--- config.mk ---
export PLATFORM = sky130hd
export DESIGN_NAME = segre_if_fetch_unit
export DESIGN_NICKNAME = d
export VERILOG_FILES = /design/src/rtl/segre_pkg.sv /design/src/rtl/segre_fifo.sv /design/src/rtl/segre_if_fetch_unit.sv
export SDC_FILE = /design/constraint.sdc
export NUM_CORES = 1
export LEC_CHECK = 0
export CAP_MARGIN = 0
export CORE_AREA = 2 2 183 185
export CTS_CLUSTER_SIZE = 12
export DETAILED_ROUTE_END_ITERATION = 10
export DIE_AREA = 0 0 185 187
export PLACE_DENSITY = 0.65
export SLEW_MARGIN = 20
export SYNTH_ARGS = -nofsm -noshare
export SYNTH_HDL_FRONTEND = slang
export SYNTH_SLANG_ARGS = --single-unit
--- constraint.sdc ---
create_clock -name clk_i -period 5.3 [get_ports clk_i]
set_input_delay 1.06 -clock clk_i [delete_from_list [all_inputs] [get_ports clk_i]]
set_output_delay 1.06 -clock clk_i [all_outputs]
set_load 0.01 [all_outputs]
--- src/rtl/segre_pkg.sv ---
// rtl/segre_pkg.sv - shared core sizes, fetch state encoding and fetch queue entry type
package segre_pkg;

  localparam int ADDR_SIZE = 32;
  localparam int WORD_SIZE = 32;
  localparam logic [WORD_SIZE-1:0] NOP_INSTR = 32'h0000_0013;

  typedef enum logic [1:0] {
    FETCH_IDLE,
    FETCH_REQ,
    FETCH_WAIT
  } fetch_state_e;

  typedef struct packed {
    logic [ADDR_SIZE-1:0] pc;
    logic [WORD_SIZE-1:0] instr;
  } fetch_entry_t;

  function automatic logic [ADDR_SIZE-1:0] word_align(input logic [ADDR_SIZE-1:0] addr);
    return addr & {{(ADDR_SIZE-2){1'b1}}, 2'b00};
  endfunction

endpackage

--- src/rtl/segre_fifo.sv ---
// rtl/segre_fifo.sv - circular-buffer queue with flush; pointers carry one extra wrap bit
module segre_fifo #(
  parameter int  DEPTH   = 4,
  parameter type entry_t = logic
) (
  input  logic                   clk,
  input  logic                   rsn,
  input  logic                   push,
  input  entry_t                 push_data,
  input  logic                   pop,
  input  logic                   flush,
  output entry_t                 head,
  output logic                   full,
  output logic                   empty,
  output logic [$clog2(DEPTH):0] count
);

  localparam int PW = $clog2(DEPTH);

  entry_t      mem [DEPTH];
  logic [PW:0] wr_ptr;
  logic [PW:0] rd_ptr;
  logic        do_push;
  logic        do_pop;

  assign count   = wr_ptr - rd_ptr;
  assign empty   = (wr_ptr == rd_ptr);
  assign full    = (wr_ptr[PW] != rd_ptr[PW]) && (wr_ptr[PW-1:0] == rd_ptr[PW-1:0]);
  assign do_push = push && !full && !flush;
  assign do_pop  = pop && !empty && !flush;
  assign head    = mem[rd_ptr[PW-1:0]];

  always_ff @(posedge clk or negedge rsn) begin
    if (!rsn) begin
      wr_ptr <= '0;
      rd_ptr <= '0;
    end else if (flush) begin
      wr_ptr <= '0;
      rd_ptr <= '0;
    end else begin
      if (do_push) wr_ptr <= wr_ptr + (PW+1)'(1);
      if (do_pop)  rd_ptr <= rd_ptr + (PW+1)'(1);
    end
  end

  always_ff @(posedge clk) begin
    if (do_push) mem[wr_ptr[PW-1:0]] <= push_data;
  end

endmodule

--- src/rtl/segre_if_fetch_unit.sv ---
// rtl/segre_if_fetch_unit.sv - instruction fetch front end: PC, one-outstanding I-cache FSM, fetch queue
module segre_if_fetch_unit
  import segre_pkg::*;
#(
  parameter int                   FETCH_DEPTH = 4,
  parameter logic [ADDR_SIZE-1:0] RESET_PC    = 32'h0000_0000
) (
  input  logic                         clk_i,
  input  logic                         rsn_i,
  output logic                         ic_req_valid_o,
  input  logic                         ic_req_ready_i,
  output logic [ADDR_SIZE-1:0]         ic_req_addr_o,
  input  logic                         ic_rsp_valid_i,
  input  logic [WORD_SIZE-1:0]         ic_rsp_instr_i,
  input  logic                         redirect_i,
  input  logic [ADDR_SIZE-1:0]         redirect_pc_i,
  output logic                         dec_valid_o,
  input  logic                         dec_ready_i,
  output logic [WORD_SIZE-1:0]         dec_instr_o,
  output logic [ADDR_SIZE-1:0]         dec_pc_o,
  output logic [$clog2(FETCH_DEPTH):0] fq_count_o
);

  localparam int CW = $clog2(FETCH_DEPTH) + 1;

  fetch_state_e         state_q, state_d;
  logic [ADDR_SIZE-1:0] pc_q, pc_d, req_pc_q;
  logic                 drop_q, drop_d;
  logic                 room, push, pop, fq_empty, fq_full;
  fetch_entry_t         push_entry, head;

  // The in-flight request already owns a queue slot, so it is counted against capacity.
  assign room = ({1'b0, fq_count_o} + (CW+1)'(state_q == FETCH_WAIT)) < (CW+1)'(FETCH_DEPTH);

  assign ic_req_valid_o = (state_q == FETCH_REQ) && !redirect_i;
  assign ic_req_addr_o  = pc_q;
  assign push = (state_q == FETCH_WAIT) && ic_rsp_valid_i && !drop_q && !redirect_i && !fq_full;
  assign pop  = dec_valid_o && dec_ready_i;
  assign push_entry = '{pc: req_pc_q, instr: ic_rsp_instr_i};

  assign dec_valid_o = !fq_empty && !redirect_i;
  assign dec_instr_o = fq_empty ? NOP_INSTR : head.instr;
  assign dec_pc_o    = fq_empty ? '0 : head.pc;

  segre_fifo #(
    .DEPTH   (FETCH_DEPTH),
    .entry_t (fetch_entry_t)
  ) u_fetch_queue (
    .clk       (clk_i),
    .rsn       (rsn_i),
    .push      (push),
    .push_data (push_entry),
    .pop       (pop),
    .flush     (redirect_i),
    .head      (head),
    .full      (fq_full),
    .empty     (fq_empty),
    .count     (fq_count_o)
  );

  always_comb begin
    state_d = state_q;
    pc_d    = pc_q;
    drop_d  = drop_q;
    if (redirect_i) begin
      pc_d = word_align(redirect_pc_i);
      // An outstanding response not yet returned must be swallowed when it arrives.
      if (state_q == FETCH_WAIT && !ic_rsp_valid_i) begin
        drop_d = 1'b1;
      end else begin
        state_d = FETCH_IDLE;
        drop_d  = 1'b0;
      end
    end else begin
      case (state_q)
        FETCH_IDLE: if (room) state_d = FETCH_REQ;
        FETCH_REQ: begin
          if (ic_req_ready_i) begin
            state_d = FETCH_WAIT;
            pc_d    = pc_q + ADDR_SIZE'(4);
          end
        end
        FETCH_WAIT: begin
          if (ic_rsp_valid_i) begin
            drop_d  = 1'b0;
            state_d = room ? FETCH_REQ : FETCH_IDLE;
          end
        end
        default: state_d = FETCH_IDLE;
      endcase
    end
  end

  always_ff @(posedge clk_i or negedge rsn_i) begin
    if (!rsn_i) begin
      state_q  <= FETCH_IDLE;
      pc_q     <= word_align(RESET_PC);
      req_pc_q <= '0;
      drop_q   <= 1'b0;
    end else begin
      state_q <= state_d;
      pc_q    <= pc_d;
      drop_q  <= drop_d;
      if (ic_req_valid_o && ic_req_ready_i) req_pc_q <= pc_q;
    end
  end

endmodule

==> summary.txt <==
CTS
  • Post_cts resized: 0
  • Clock buffer depth: 3
  • Cts bufs inserted: 35
  • Total setup buffers inserted after CTS: 0
  • CTS sink count: 317
  • CTS root buf: clkbuf_16
  • CTS clk-pin slew, worst paths: 0.06 ns
  • Worst-Skew Late Latency: 0.51 ns
  • CTS tree: yes
  • Post-CTS Hold Fix Bufs: 0
  • H-tree levels: 2

Final layout
  • Layout net count: 990
  • Layout cells sized above 1: 0.179
  • Fillers: 2,790
  • Fin util: 0.494
  • Ant. Diodes: 0
  • Final cell count without fillers: 1,385
  • Area Overhead vs Synth: 25.5%

Detailed routing
  • DR vias: 7,163
  • Post-Route WL: 28,500 um
  • Routed Antenna Nets: 0
  • Avg WL per Cell: 20.6 um
  • Vias per cell: 5.17
  • DR iter-0 viols: 526
  • Pre-Repair DR Iteration Count: 7
  • Residual DRC: 0

Power and ir drop
  • Maximum VDD drop: 196 uV
  • Internal: 4.63 mW
  • Power Dens Cells: 367 nW/um^2
  • Clock power frac: 0.393
  • Switching share of power: 0.222
  • Flop pwr share: 0.524
  • Comb pwr share: 0.083
  • Switch Pwr: 1.32 mW
  • LEAKAGE: 5.33 nW

GRT
  • All-Layer GR Usage: 0.166
  • Vias in the first global route: 7,383
  • Largest net degree at the start of global routing: 70
  • GRT overflow: 0
  • Initial antenna violation count: 0
  • First-pass GRT wire length: 43,400 um

Die
  • Die width: 185 um
  • Initial Util: 0.394
  • I/O pin cnt: 171
  • Core area: 32,900 sq um
  • Die H: 187 um
  • Num rows: 67
  • Die area: 34,600 sq um

Timing
  • Clock period minus worst slack: 4.35 ns
  • Unrepaired setup endpoints after global routing: no
  • Worst slew margin: 0.301
  • Max-slew violations: 0
  • Final Skew: 0.0217 ns
  • Total negative setup slack: 0 ns
  • Final Hold Fails: 0
  • Final Setup Violations: 0
  • Fmax: 230 MHz
  • Min Hold Slack: 0.486 ns
  • Part of the cycle the worst path needs: 0.820
  • Tightest Pin Transition: 1.05 ns

Worst setup path
  • Endpoint class of the critical path: output pin
  • Crit path max-delay family: buffers and inverters
  • Critical-path cell list: ha_1, nand2_1, nor2_4, buf_4, or2_2, clkdlybuf4s50_1
  • Kind of critical path: register to output pin
  • Slowest CP cell: dfrtp_4
  • Max stage delay on crit path: 0.64 ns
  • Critical path startpoint category: register
  • Worst path arrival time: 3.29 ns
  • Worst reg2reg path startpoint: u_fetch_queue.rd_ptr[0]$_DFFE_PN0P_
  • R2r setup slk: 2.53 ns
  • Critical Path RT: 4.24 ns
  • Crit-path max FO: 26
  • CP startpoint: u_fetch_queue.rd_ptr[0]$_DFFE_PN0P_
  • R2R cell count: 5
  • Setup crit end: dec_instr_o[4]
  • Reg2Reg Capture Point: u_fetch_queue.mem[2][7]$_DFFE_PP_
  • Cell depth of the worst setup path: 6
  • Worst Path Buf+Inv: 2

Hold path
  • Hold path cells: 1
  • Worst min-delay path class: register to register

Status
  • Status: finished clean

Logic synthesis
  • Mean post-synth cell area: 17.5 sq um
  • Asr flop ratio synth: 0.218
  • Part of the Yosys area used for sequential elements: 0.709
  • Synth Flop Type: edfxtp_1
  • Yosys warnings: 0
  • Netlist cell types: 58
  • Synth Cell Area: 12,900 sq um
  • Gate Count Post-Synth: 739
  • Post-synth EDFFs: 248
  • Synth Register Bits: 317

Place
  • Gpl congestion: 0.782
  • # port buffers: 164
  • Dpl hpwl: 17,200 um
  • Cells after DPL: 1,322

Flow run
  • Max cap viols: 0
## synth_stat cells, types with 3 or more instances
cell type / number / area [sq um]
edfxtp_1: 248 / 7450
dfrtp_1: 69 / 1730
mux4_2: 62 / 1400
nor2b_1: 59 / 369
mux2_2: 30 / 338
nand2_1: 30 / 113
clkbuf_1: 25 / 93.8
nor2_1: 21 / 78.8
o21ai_0: 16 / 80.1
or4_1: 14 / 105
a31oi_1: 12 / 75.1
buf_2: 12 / 60.1
inv_1: 12 / 45.0
nand3_1: 12 / 60.1
nand4_1: 9 / 56.3
ha_1: 8 / 100
o31ai_1: 8 / 60.1
xor2_1: 8 / 70.1
nor3_1: 7 / 35.0
nor4_1: 7 / 43.8
xnor2_1: 6 / 52.6
and2_1: 4 / 25.0
buf_4: 4 / 30.0
mux2i_1: 4 / 40.0
or2_2: 4 / 25.0
or3_1: 4 / 25.0
a21oi_1: 3 / 15.0
buf_1: 3 / 11.3
o211ai_1: 3 / 22.5
o41ai_1: 3 / 26.3
## layout make-up
| class | count | area, sq um | area share |
|---|---|---|---|
| sequential | 317 | 9180 | 0.566 |
| multi-input combinational | 368 | 3540 | 0.218 |
| inverter | 12 | 45.0 | 0.00278 |
| clock inverter | 12 | 146 | 0.00902 |
| timing repair buffer | 177 | 1790 | 0.110 |
| clock buffer | 51 | 967 | 0.0596 |
| tap | 448 | 561 | 0.0345 |
## per-layer routing
metal	GRT usage	part of all wire	vias up
met1	0.229	0.44	3610
met2	0.266	0.47	253
li1	-	-	3252
met5	0	0	-
met3	0.0366	0.067	48
met4	0.0467	0.022	0
## worst min path at each step
stage,startpoint,end,slack [ns]
after floorplan,drop_q$_DFFE_PN0P_,drop_q$_DFFE_PN0P_,0.45
after global placement,drop_q$_DFFE_PN0P_,drop_q$_DFFE_PN0P_,0.47
after global routing,drop_q$_DFFE_PN0P_,drop_q$_DFFE_PN0P_,0.51
final,drop_q$_DFFE_PN0P_,drop_q$_DFFE_PN0P_,0.49
after detailed placement,drop_q$_DFFE_PN0P_,drop_q$_DFFE_PN0P_,0.47
after CTS,drop_q$_DFFE_PN0P_,drop_q$_DFFE_PN0P_,0.49
## power by group through the flow
stage / Sequential, mW / Combinational, mW / Clock [mW]
final: 3.12 / 0.497 / 2.34
after global routing: 3.14 / 0.541 / 2.50
after CTS: 3.12 / 0.506 / 2.40
after detailed placement: 3.17 / 0.501 / 0
after global placement: 3.15 / 0.492 / 0
after floorplan: 3.10 / 0.271 / 0
## worst register-to-register path, cell delays in order, from the launching register on
cell and delay, ns:
dfrtp_4 0.64, ha_1 0.42, a311oi_1 0.30, buf_4 0.22
and2_4 0.55, buf_12 0.30
## flip-flops by register name (all words and copies together), names as in the netlist
| register | flops |
|---|---|
| u_fetch_queue.mem | 248 |
| u_fetch_queue.wr_ptr | 3 |
| u_fetch_queue.rd_ptr | 3 |
| drop_q | 1 |
| req_pc_q | 30 |
| ic_req_addr_o | 30 |
| state_q | 2 |
## cell usage in the layout (no fill, tap or decap), types with 14 or more instances in the layout
cell | Yosys | layout
nor2b_1 | 59 | 59
clkbuf_1 | 25 | 14
clkdlybuf4s50_1 | 0 | 163
mux4_2 | 62 | 62
nand2_1 | 30 | 30
nor2_1 | 21 | 19
edfxtp_1 | 248 | 248
clkbuf_16 | 0 | 36
or4_1 | 14 | 14
mux2_2 | 30 | 30
dfrtp_1 | 69 | 67
o21ai_0 | 16 | 16
## per-stage QoR
stage	power, mW	area [sq um]	setup WS, ns
2_1_floorplan	3.37	12900	1.29
4_1_cts	6.03	16200	0.805
6_report	5.95	16200	0.955
5_1_grt	6.18	16200	0.694
3_3_place_gp	3.64	15100	1.39
3_5_place_dp	3.67	15100	1.36
## cells by family after synthesis
family / synth area share
AND/OR/NAND/NOR: 0.0851
multiplexers: 0.137
buffers and inverters: 0.0194
adder cells (fa/ha/maj): 0.00929
XOR/XNOR: 0.00948
other: 0.000290
AO/OA/AOI/OAI: 0.0298
flip-flops: 0.709
(Power assumes the default switching activity.)
